==> src/rtl/pc_sequencer.sv <==
// Fetch sequencer: steers the PC register (hold/advance/redirect/boot load) and
// the instruction-memory request handshake, with interrupt entry/return and halt.
module pc_sequencer #(
    parameter int unsigned     PC_W     = 8,
    parameter logic [PC_W-1:0] IRQ_VEC  = PC_W'(8'hF0),
    parameter int unsigned     MAX_WAIT = 15
) (
    input  logic            clk,
    input  logic            reset,
    input  logic            run,
    input  logic            boot_load,
    input  logic [PC_W-1:0] boot_addr,
    input  logic [PC_W-1:0] pc,
    output logic            imem_req,
    input  logic            imem_ack,
    output logic            fetch_valid,
    input  logic            hazard,
    input  logic            branch_taken,
    input  logic [PC_W-1:0] branch_target,
    input  logic            jump,
    input  logic [PC_W-1:0] jump_target,
    input  logic            reti,
    input  logic            halt_instr,
    input  logic            irq,
    output logic [PC_W-1:0] pc_next_val,
    output logic            pc_stall,
    output logic            pc_load_n,
    output logic [PC_W-1:0] pc_load_val,
    output logic [PC_W-1:0] epc,
    output logic            in_irq,
    output logic            halted,
    output logic            mem_timeout
);

    localparam int unsigned CNT_W = $clog2(MAX_WAIT + 1);

    localparam logic [1:0] S_IDLE  = 2'd0;
    localparam logic [1:0] S_FETCH = 2'd1;
    localparam logic [1:0] S_ISSUE = 2'd2;
    localparam logic [1:0] S_HALT  = 2'd3;

    logic [1:0]      state, state_nxt;
    logic [CNT_W-1:0] wait_cnt, wait_nxt;
    logic [PC_W-1:0] epc_nxt;
    logic [PC_W-1:0] seq_pc;
    logic            in_irq_nxt, halted_nxt, timeout_nxt;

    // State and status registers; the load strobe is a bare flop so it cannot glitch.
    always_ff @(posedge clk or negedge reset) begin
        if (!reset) begin
            state       <= S_IDLE;
            wait_cnt    <= '0;
            epc         <= '0;
            in_irq      <= 1'b0;
            halted      <= 1'b0;
            mem_timeout <= 1'b0;
            pc_load_n   <= 1'b1;
            pc_load_val <= '0;
        end else begin
            state       <= state_nxt;
            wait_cnt    <= wait_nxt;
            epc         <= epc_nxt;
            in_irq      <= in_irq_nxt;
            halted      <= halted_nxt;
            mem_timeout <= timeout_nxt;
            pc_load_n   <= ~boot_load;
            if (boot_load) begin
                pc_load_val <= boot_addr;
            end
        end
    end

    // Non-interrupt successor: jump beats branch beats sequential.
    always_comb begin
        seq_pc = pc + PC_W'(1);
        if (jump) begin
            seq_pc = jump_target;
        end else if (branch_taken) begin
            seq_pc = branch_target;
        end
    end

    // Next-state and decoded outputs.
    always_comb begin
        state_nxt   = state;
        wait_nxt    = '0;
        epc_nxt     = epc;
        in_irq_nxt  = in_irq;
        halted_nxt  = halted;
        timeout_nxt = mem_timeout;
        imem_req    = 1'b0;
        fetch_valid = 1'b0;
        pc_stall    = 1'b1;
        pc_next_val = pc;

        case (state)
            S_IDLE: begin
                if (run) begin
                    state_nxt = S_FETCH;
                end
            end
            S_FETCH: begin
                imem_req = 1'b1;
                if (imem_ack) begin
                    state_nxt = S_ISSUE;
                end else if (wait_cnt == CNT_W'(MAX_WAIT - 1)) begin
                    state_nxt   = S_HALT;
                    halted_nxt  = 1'b1;
                    timeout_nxt = 1'b1;
                end else begin
                    wait_nxt = wait_cnt + CNT_W'(1);
                end
            end
            S_ISSUE: begin
                fetch_valid = 1'b1;
                if (!hazard && !boot_load) begin
                    if (halt_instr) begin
                        state_nxt  = S_HALT;
                        halted_nxt = 1'b1;
                    end else begin
                        pc_stall  = 1'b0;
                        state_nxt = S_FETCH;
                        if (reti) begin
                            pc_next_val = epc;
                            in_irq_nxt  = 1'b0;
                        end else if (irq && !in_irq) begin
                            pc_next_val = IRQ_VEC;
                            epc_nxt     = seq_pc;
                            in_irq_nxt  = 1'b1;
                        end else begin
                            pc_next_val = seq_pc;
                        end
                    end
                end
            end
            S_HALT: begin
                state_nxt = S_HALT;
            end
            default: begin
                state_nxt = S_IDLE;
            end
        endcase

        // Boot load overrides everything and returns to a clean idle.
        if (boot_load) begin
            state_nxt   = S_IDLE;
            wait_nxt    = '0;
            halted_nxt  = 1'b0;
            in_irq_nxt  = 1'b0;
            timeout_nxt = 1'b0;
        end
    end

endmodule

==> config.mk <==
export PLATFORM = sky130hd
export DESIGN_NAME = pc_sequencer
export DESIGN_NICKNAME = d
export VERILOG_FILES = /design/src/rtl/pc_sequencer.sv
export SDC_FILE = /design/constraint.sdc
export NUM_CORES = 1
export LEC_CHECK = 0
export BUFFER_PORTS_ARGS = -buffer_cell sky130_fd_sc_hd__buf_2
export CAP_MARGIN = 20
export CORE_AREA = 3 3 67 69
export DETAILED_ROUTE_END_ITERATION = 8
export DIE_AREA = 0 0 70 72
export HOLD_SLACK_MARGIN = 0.15
export PLACE_DENSITY = 0.71
export SLEW_MARGIN = 20
export SYNTH_ARGS = -nofsm -noshare
export SYNTH_HDL_FRONTEND = slang
export SYNTH_SLANG_ARGS = --single-unit
==> constraint.sdc <==
create_clock -name clk -period 1.9 [get_ports clk]
set_input_delay 0.095 -clock clk [delete_from_list [all_inputs] [get_ports clk]]
set_output_delay 0.095 -clock clk [all_outputs]
set_load 0.03 [all_outputs]
==> flow_metrics.tcl, run 1 <==
set metrics [dict create \
    status "complete, but fails checks" \
    violations "negative setup slack" \
    peakVddDrop_v 0.000372 \
    grt_overflow 0 \
    end_kind "output port" \
    p_sw_share_pct 32.7 \
    drc 0 \
    grt_busiest_layer "met2" \
    min_path_cells 3 \
    dr.pass1.iters 4 \
    place_area_mm2 0.00206 \
    routedWlPerCell_um 13.1 \
    cp_data_arrival_time_ns 1.90 \
    initial_core_util_pct 39.3 \
    io_buffers 73 \
    tightest_slew_ns 0.572 \
    finalCritPeriodShare_pct 105 \
    ys.flop_type "dfrtp_1" \
    final_common_cell "buf_2" \
    rrSetupSlack_ns 0.07 \
    layout_common_cells "buf_2, dfrtp_1, buf_4" \
    avgSynthCellArea_um2 9.46 \
    critPathTopFamily "simple AND/OR/NAND/NOR gates" \
    setup.worst_path.end "pc_next_val[5]" \
    synthCells 165 \
    nets 309 \
    worstReg2RegEnd "epc[4]$_DFFE_PN0P_" \
    seqPwrFrac_pct 43.8 \
    yosysUniqueCellTypes 43 \
    clkLatencyLatePin_ns 0.26 \
    switchingPower_uw 476 \
    drive_gt1_share_pct 45.0 \
    via_count 1584 \
    rows 23 \
    grt_pass1_wl_um 6740 \
    reg2reg_from "state[0]$_DFFE_PN0P_" \
    worst_hold_path_type "input pin to register" \
    viasPerCell 5.08 \
    die_y_um 72 \
    fin_util_pct 58.1 \
    die-area_mm2 0.00504 \
    routed_wirelength_um 4090 \
    place.gp.congestion 0.840 \
    power_density_mw_per_mm2 630 \
    core_region_area_mm2 0.00397 \
    rsz0062_at_grt "yes" \
    met2_usage_pct 29.6 \
    setup_ws_ns -0.0959 \
    internal_power_uw 979 \
    comb_power_share_pct 32.4 \
    synth-edff-count 0 \
    clk_pin_slew_ns 0.09 \
    yosys_warnings 0 \
    ctsHtreeMaxLevel 1 \
    n_fill_cell 356 \
    root_buffer "clkbuf_8" \
    cts_tree "built" \
    path_max_fanout 7 \
    p_leak_uw 0.00113 \
    critical_path.slowest_cell "or4b_4" \
    fin_skew_ns 0.00463 \
    antenna_found_initial 0 \
    maxCapViolations 0 \
    syn_area_mm2 0.00156 \
    cts_buffers 3 \
    met1_usage_pct 19.5 \
    ant_nets 0 \
    synthArstFlopShare_pct 100 \
    drt_iter0_drc 57 \
    track_usage_pct 16.1 \
    synth-seq-cells 26 \
    finalPower_uw 1450 \
    worstPathCellList "or4b_4 -> nor2_4 -> inv_1 -> nor3b_1 -> a211oi_2 -> buf_4" \
    fin_area_mm2 0.00231 \
    grt_max_degree 27 \
    ys_seq_area_share_pct 41.8 \
    dpl.hpwl_um 3220 \
    layout_min_cycle_time_ns 2.00 \
    grt_pass1_vias 1528 \
    crit_start "state[0]$_DFFE_PN0P_" \
    setup-violations-final 8 \
    cts_sinks 26 \
    required_ns 1.80 \
    clock_power_share_pct 23.8 \
    r2r.worst_path.cells 4 \
    n_antenna_cell 0 \
    tns_ns -0.558 \
    worst-path-stages 6 \
    holdWs_ns 0.169 \
    boundaryPins 74 \
    die_x_um 70 \
    setup.worst_path.start_class "register" \
    slew_viol_final 0 \
    fmax_ghz 0.501 \
    slew_headroom_pct 61.9 \
    critical_path_buf_inv_count 2 \
    finalHoldViolations 0 \
    postSynthNetCount 211 \
    globalRouteMet3Util_pct 3.32 \
    cts_buffer_depth 2 \
    path_class "register to output port" \
    cpPeakStageDelay_ns 0.50 \
    area_delta_synth_final_pct 47.9 \
]
==> tightest hold or removal path: stages <==
cell	delay, ns
buf_2	0.08
mux2i_1	0.09
a21oi_1	0.13
==> cell families (layout without fill, tap and decap cells) <==
group,Yosys count,after routing,share of synthesized area [%]
AOI/OAI and AO/OA,38,38,16.4
xor gates and xnor gates,4,4,2.25
adders and majority gates,3,3,2.41
buffers and inverters,17,114,4.81
DFF,26,26,41.8
muxes,15,15,10.5
and+or+nand+nor,62,62,21.9
==> stage by stage <==
step	cells	setup WS, ns
after floorplan	165	-0.0444
after global placement	292	0.0540
after detailed placement	292	0.0353
after CTS	311	-0.110
after global routing	312	-0.208
final	312	-0.0959
==> area by class of cell <==
type / count / area (um^2) / area share [%]
Clock buffer: 4 / 55.1 / 2.39
Inverter: 10 / 37.5 / 1.63
Multi-Input combinational cell: 122 / 881 / 38.2
Sequential cell: 26 / 652 / 28.3
Tap cell: 50 / 62.6 / 2.71
Timing Repair Buffer: 100 / 619 / 26.8
==> repair_timing <==
| action | in CTS | in global routing |
|---|---|---|
| gates resized for setup | 12 | 6 |
| hold buffers | 10 | 0 |
| gates cloned | 1 | 0 |
| endpoints found under the hold margin | 34 | 0 |
| setup endpoints to repair | 8 | 13 |
| setup buffers | 4 | 1 |
| pin swaps | 1 | 1 |
==> state kept, by name (all words and copies together) (netlist names) <==
register / flops
halted: 1
in_irq: 1
pc_load_val: 8
epc: 8
mem_timeout: 1
pc_load_n: 1
state: 2
wait_cnt: 4
==> worst min path at each step <==
stage,from,endpoint,slack (ns)
global route,jump_target[2],epc[2]$_DFFE_PN0P_,0.19
floorplan,reset,epc[0]$_DFFE_PN0P_,-0.20
CTS,jump_target[2],epc[2]$_DFFE_PN0P_,0.16
finish,jump_target[2],epc[2]$_DFFE_PN0P_,0.17
detailed placement,reset,pc_load_val[5]$_DFFE_PN0P_,0.13
global placement,reset,pc_load_val[3]$_DFFE_PN0P_,0.13
==> Yosys cell counts, drive strengths merged, types with 3 or more instances <==
cell	n	share of area, %
a211oi	3	1.4
a21oi	11	3.5
a22oi	4	1.9
and3	4	1.6
buf	3	1.4
clkbuf	4	0.96
dfrtp	25	40
ha	3	2.4
inv	10	2.4
mux2	11	7.9
mux2i	4	2.6
nand2	11	2.6
nand3	6	1.9
nor2	19	4.6
nor2b	6	2.4
nor3b	3	1.4
o211ai	4	1.9
o21ai	5	1.6
xnor2	3	1.7
==> routing by layer <==
metal	routed length [um]	vias to the layer above
met5	0	-
met4	12	0
met3	360	2
met1	1710	729
li1	-	790
met2	2010	63
==> power groups by stage <==
stage / Clock, uW / Combinational, uW / Sequential [uW]
4_1_cts: 365 / 473 / 638
2_1_floorplan: 0 / 177 / 744
3_3_place_gp: 0 / 441 / 646
3_5_place_dp: 0 / 445 / 648
5_1_grt: 379 / 508 / 644
6_report: 346 / 471 / 637
Power figures use the tool's default switching activity.
==> run 2, diff against run 1 <==
--- a/config.mk
+++ b/config.mk
@@ -11,7 +11,8 @@
 export DETAILED_ROUTE_END_ITERATION = 8
 export DIE_AREA = 0 0 70 72
 export HOLD_SLACK_MARGIN = 0.15
-export PLACE_DENSITY = 0.71
+export PLACE_DENSITY = 0.69
+export REMOVE_ABC_BUFFERS = 1
 export SLEW_MARGIN = 20
 export SYNTH_ARGS = -nofsm -noshare
 export SYNTH_HDL_FRONTEND = slang
==> flow_metrics.tcl, run 2 (same netlist as run 1, synthesis figures left out) <==
set metrics [dict create \
    rows 23 \
    final_common_cell "buf_2" \
    grt_max_degree 27 \
    die-area_mm2 0.00504 \
    tightest_slew_ns 0.556 \
    grt_pass1_vias 1570 \
    path_class "register to output port" \
    area_delta_synth_final_pct 47.2 \
    viasPerCell 5.11 \
    grt_pass1_wl_um 7000 \
    p_leak_uw 0.00113 \
    finalHoldViolations 0 \
    core_region_area_mm2 0.00397 \
    drive_gt1_share_pct 45.0 \
    clk_pin_slew_ns 0.08 \
    nets 309 \
    violations "negative setup slack" \
    die_y_um 72 \
    drt_iter0_drc 38 \
    fin_skew_ns 0.00470 \
    n_antenna_cell 0 \
    die_x_um 70 \
    antenna_found_initial 0 \
    boundaryPins 74 \
    setup-violations-final 14 \
    holdWs_ns 0.170 \
    slew_viol_final 0 \
    peakVddDrop_v 0.000496 \
    fmax_ghz 0.496 \
    reg_top3 "epc: 8 flops, pc_load_val: 8 flops, wait_cnt: 4 flops" \
    slew_headroom_pct 62.9 \
    status "complete, but fails checks" \
    end_kind "output port" \
    cpPeakStageDelay_ns 0.51 \
    worst_hold_path_type "input pin to register" \
    drc 0 \
    ant_nets 0 \
    crit_top_cell "buf_6" \
    root_buffer "clkbuf_8" \
    path_max_fanout 6 \
    routedWlPerCell_um 13.5 \
    setup.worst_path.start_class "register" \
    place.gp.congestion 0.819 \
    layout_common_cells "buf_2, dfrtp_1, buf_4" \
    track_usage_pct 16.8 \
    cts_tree "built" \
    grt_overflow 0 \
    power_density_mw_per_mm2 617 \
    cts_buffer_depth 2 \
    maxCapViolations 0 \
    dpl.hpwl_um 3130 \
    routed_wirelength_um 4210 \
    critPathTopFamily "simple AND/OR/NAND/NOR gates" \
    tns_ns -0.952 \
    dr.pass1.iters 4 \
    critical_path.slowest_cell "or4b_4" \
    rsz0062_at_grt "yes" \
    setup_ws_ns -0.116 \
    initial_core_util_pct 39.3 \
    required_ns 1.80 \
    worstPathCellList "or4b_4 -> nor2_4 -> buf_6 -> nand2_2 -> o221a_2 -> buf_6" \
    n_fill_cell 379 \
    via_count 1595 \
    cts_sinks 26 \
    finalCritPeriodShare_pct 106 \
    io_buffers 73 \
    ctsHtreeMaxLevel 1 \
    cts_buffers 3 \
    cp_data_arrival_time_ns 1.92 \
    layout_min_cycle_time_ns 2.02 \
    clkLatencyLatePin_ns 0.26 \
    critical_path_buf_inv_count 2 \
]
[run 2: routing by layer]
| metal | vias up | GRT usage (%) | share of wire (%) |
|---|---|---|---|
| met5 | - | 0 | 0 |
| met4 | 0 | 4.47 | 0.86 |
| met3 | 6 | 3.60 | 8.7 |
| met2 | 68 | 29.1 | 48 |
| met1 | 736 | 21.4 | 43 |
| li1 | 785 | - | - |
[run 2: power by group]
group          switching [uW]  internal, uW
Combinational             282           189
Clock                     159           150
Sequential               33.8           605
Total                     474           944
[run 2: metrics by stage]
| stage | util [%] | area, um^2 | power [uW] | instances | worst slack [ns] |
|---|---|---|---|---|---|
| after floorplan | - | 1520 | 902 | 158 | -0.452 |
| final | 57.8 | 2300 | 1420 | 312 | -0.116 |
| after global routing | 57.8 | 2300 | 1510 | 312 | -0.205 |
| after CTS | 57.1 | 2270 | 1420 | 311 | -0.128 |
| after global placement | 51.4 | 2040 | 1080 | 293 | 0.0515 |
| after detailed placement | 51.4 | 2040 | 1090 | 293 | 0.0217 |
[run 2: final cells by class]
cell class | count | area [um^2] | share of cell area, %
Inverter | 10 | 37.5 | 1.63
Timing Repair Buffer | 100 | 622 | 27.1
Tap cell | 50 | 62.6 | 2.72
Sequential cell | 26 | 652 | 28.4
Clock buffer | 4 | 45.0 | 1.96
Multi-Input combinational cell | 122 | 878 | 38.2
[run 2: worst register-to-register path, delay by kind of cell, from the launching register on]
kind,cells,cell delay [ns]
AND/OR/NAND/NOR,3,0.87
AO/OA/AOI/OAI,1,0.17
flip-flops,1,0.38
buffers and inverters,3,0.49
[run 2: timing repair]
action                                  4_1_cts  5_1_grt
pin swaps                                     3        4
buffers inserted                              3        1
endpoints found under the setup margin        8       14
cloned                                        1        0
hold buffers                                 10        0
hold endpoints to repair                     34        0
gates resized for setup                      18        5
[run 2: path summary, 6_finish.rpt]
| kind | depth (start not counted) | start | slack (ns) | end |
|---|---|---|---|---|
| min in group asynchronous | 2 | reset | 0.35 | state[1]$_DFFE_PN0P_ |
| max reg2reg | 7 | state[0]$_DFFE_PN0P_ | -0.09 | epc[7]$_DFFE_PN0P_ |
| min | 3 | jump_target[2] | 0.17 | epc[2]$_DFFE_PN0P_ |
| max | 6 | state[0]$_DFFE_PN0P_ | -0.12 | pc_next_val[4] |
| min reg2reg | 1 | wait_cnt[0]$_DFF_PN0_ | 0.49 | wait_cnt[0]$_DFF_PN0_ |
| max in group asynchronous | 2 | reset | 1.17 | pc_load_n$_DFF_PN1_ |
==> run 3, diff against run 2 <==
--- a/config.mk
+++ b/config.mk
@@ -7,13 +7,15 @@
 export LEC_CHECK = 0
 export BUFFER_PORTS_ARGS = -buffer_cell sky130_fd_sc_hd__buf_2
 export CAP_MARGIN = 20
-export CORE_AREA = 3 3 67 69
+export CORE_AREA = 3 3 66 68
+export CTS_BUF_LIST = sky130_fd_sc_hd__clkbuf_2 sky130_fd_sc_hd__clkbuf_4 sky130_fd_sc_hd__clkbuf_8
 export DETAILED_ROUTE_END_ITERATION = 8
-export DIE_AREA = 0 0 70 72
+export DIE_AREA = 0 0 69 71
 export HOLD_SLACK_MARGIN = 0.15
-export PLACE_DENSITY = 0.69
+export PLACE_DENSITY = 0.71
 export REMOVE_ABC_BUFFERS = 1
 export SLEW_MARGIN = 20
 export SYNTH_ARGS = -nofsm -noshare
 export SYNTH_HDL_FRONTEND = slang
 export SYNTH_SLANG_ARGS = --single-unit
+export TNS_END_PERCENT = 50
==> flow_metrics.tcl, run 3 (same netlist as run 1, synthesis figures left out) <==
set metrics [dict create \
    status "complete, but fails checks" \
    violations "negative setup slack" \
    slew_headroom_pct 61.9 \
    clk_pin_slew_ns 0.09 \
    holdWs_ns 0.172 \
    drc 0 \
    grt_max_degree 27 \
    finalNonFillerCells 309 \
    worst_hold_path_type "input pin to register" \
    seqPwrFrac_pct 43.9 \
    track_usage_pct 17.2 \
    cts_tree "built" \
    place_ws_ns 0.0180 \
    core_region_area_mm2 0.00391 \
    grt_overflow 0 \
    critical_path.slowest_cell "or4b_4" \
    boundaryPins 74 \
    die_x_um 69 \
    die-area_mm2 0.00490 \
    internal_power_uw 980 \
    p_leak_uw 0.00113 \
    drt_iter0_drc 67 \
    fin_skew_ns 0.00485 \
    cts_buffer_depth 2 \
    reg_top3 "epc: 8 flops, pc_load_val: 8 flops, wait_cnt: 4 flops" \
    root_buffer "clkbuf_8" \
    cp_data_arrival_time_ns 1.87 \
    initial_core_util_pct 39.9 \
    worstPathCellList "or4b_4 -> nor2_4 -> buf_6 -> nand2_4 -> o211ai_1 -> buf_4" \
    dp.cells 293 \
    place_area_mm2 0.00204 \
    rsz0062_at_grt "yes" \
    end_kind "output port" \
    antenna_found_initial 0 \
    die_y_um 71 \
    routedWlPerCell_um 13.3 \
    via_count 1557 \
    tightest_slew_ns 0.572 \
    routed_wirelength_um 4100 \
    layout_min_cycle_time_ns 1.96 \
    viasPerCell 5.04 \
    place.gp.congestion 0.853 \
    grt_pass1_vias 1649 \
    n_antenna_cell 0 \
    fmax_ghz 0.510 \
    dpl.hpwl_um 3170 \
    maxCapViolations 0 \
    dr.pass1.iters 4 \
    path_class "register to output port" \
    final_common_cell "buf_2" \
    area_delta_synth_final_pct 46.8 \
    drive_gt1_share_pct 44.0 \
    cpPeakStageDelay_ns 0.50 \
    finalPower_uw 1460 \
    fin_area_mm2 0.00229 \
    layout_common_cells "buf_2, dfrtp_1, nor2_1, buf_4" \
    path_max_fanout 7 \
    cts_buffers 3 \
    ctsHtreeMaxLevel 1 \
    critPathTopFamily "simple AND/OR/NAND/NOR gates" \
    switchingPower_uw 476 \
    finalCritPeriodShare_pct 103 \
    grt_pass1_wl_um 7040 \
    clock_power_share_pct 23.8 \
    setup-violations-final 8 \
    io_buffers 73 \
    cts_sinks 26 \
    nets 306 \
    power_density_mw_per_mm2 636 \
    comb_power_share_pct 32.3 \
    peakVddDrop_v 0.000512 \
    critical_path_buf_inv_count 2 \
    ant_nets 0 \
    rows 23 \
    slew_viol_final 0 \
    finalHoldViolations 0 \
    required_ns 1.80 \
    setup_ws_ns -0.0601 \
    clkLatencyLatePin_ns 0.26 \
    p_sw_share_pct 32.7 \
    setup.worst_path.start_class "register" \
]
[run 3: power by group through the flow]
stage	Combinational [uW]	Clock, uW	Sequential, uW
after detailed placement	439	0	648
final	470	347	638
after global routing	512	379	645
after CTS	472	361	637
after floorplan	159	0	744
after global placement	435	0	646
[run 3: final timing paths]
| path | from | to | slack (ns) | depth (start not counted) |
|---|---|---|---|---|
| max in group asynchronous | reset | pc_load_n$_DFF_PN1_ | 1.16 | 2 |
| max reg2reg | state[0]$_DFFE_PN0P_ | epc[0]$_DFFE_PN0P_ | 0.06 | 4 |
| max | state[0]$_DFFE_PN0P_ | pc_next_val[3] | -0.06 | 6 |
| min reg2reg | wait_cnt[0]$_DFF_PN0_ | wait_cnt[0]$_DFF_PN0_ | 0.49 | 1 |
| min in group asynchronous | reset | pc_load_val[7]$_DFFE_PN0P_ | 0.35 | 2 |
| min | imem_ack | state[0]$_DFFE_PN0P_ | 0.17 | 4 |
[run 3: what timing repair did]
| action | CTS | global route |
|---|---|---|
| buffers inserted | 1 | 0 |
| resized for setup | 19 | 2 |
| hold buffers | 11 | 0 |
| setup endpoints to repair | 8 | 16 |
| pin swaps | 6 | 3 |
| hold endpoints to repair | 35 | 0 |
[run 3: cell type report]
type                       instances  area, um^2
tap                               50        62.6
sequential                        26         652
timing repair buffer              97         604
inverter                          10        37.5
multi-input combinational        122         878
clock buffer                       4        55.1
fill                             372        1620
[run 3: layer usage]
metal  vias to the layer above  wire (um)  global-route usage [%]
li1                        780          -                       -
met1                       711       1750                    21.0
met2                        66       1950                    29.8
met3                         0        401                    5.68
met4                         0          0                    3.25
met5                         -          0                       0
[run 3: through the flow]
| stage | utilization, % | TNS, ns |
|---|---|---|
| 2_1_floorplan | - | -2.58 |
| 3_3_place_gp | 52.1 | 0 |
| 3_5_place_dp | 52.1 | 0 |
| 4_1_cts | 58.2 | -0.541 |
| 5_1_grt | 58.5 | -1.30 |
| 6_report | 58.5 | -0.237 |
[run 3: worst min-delay path: stages]
cell and delay [ns]:
buf_2 0.09, mux2i_1 0.05, o21ai_0 0.13, nor2_1 0.04
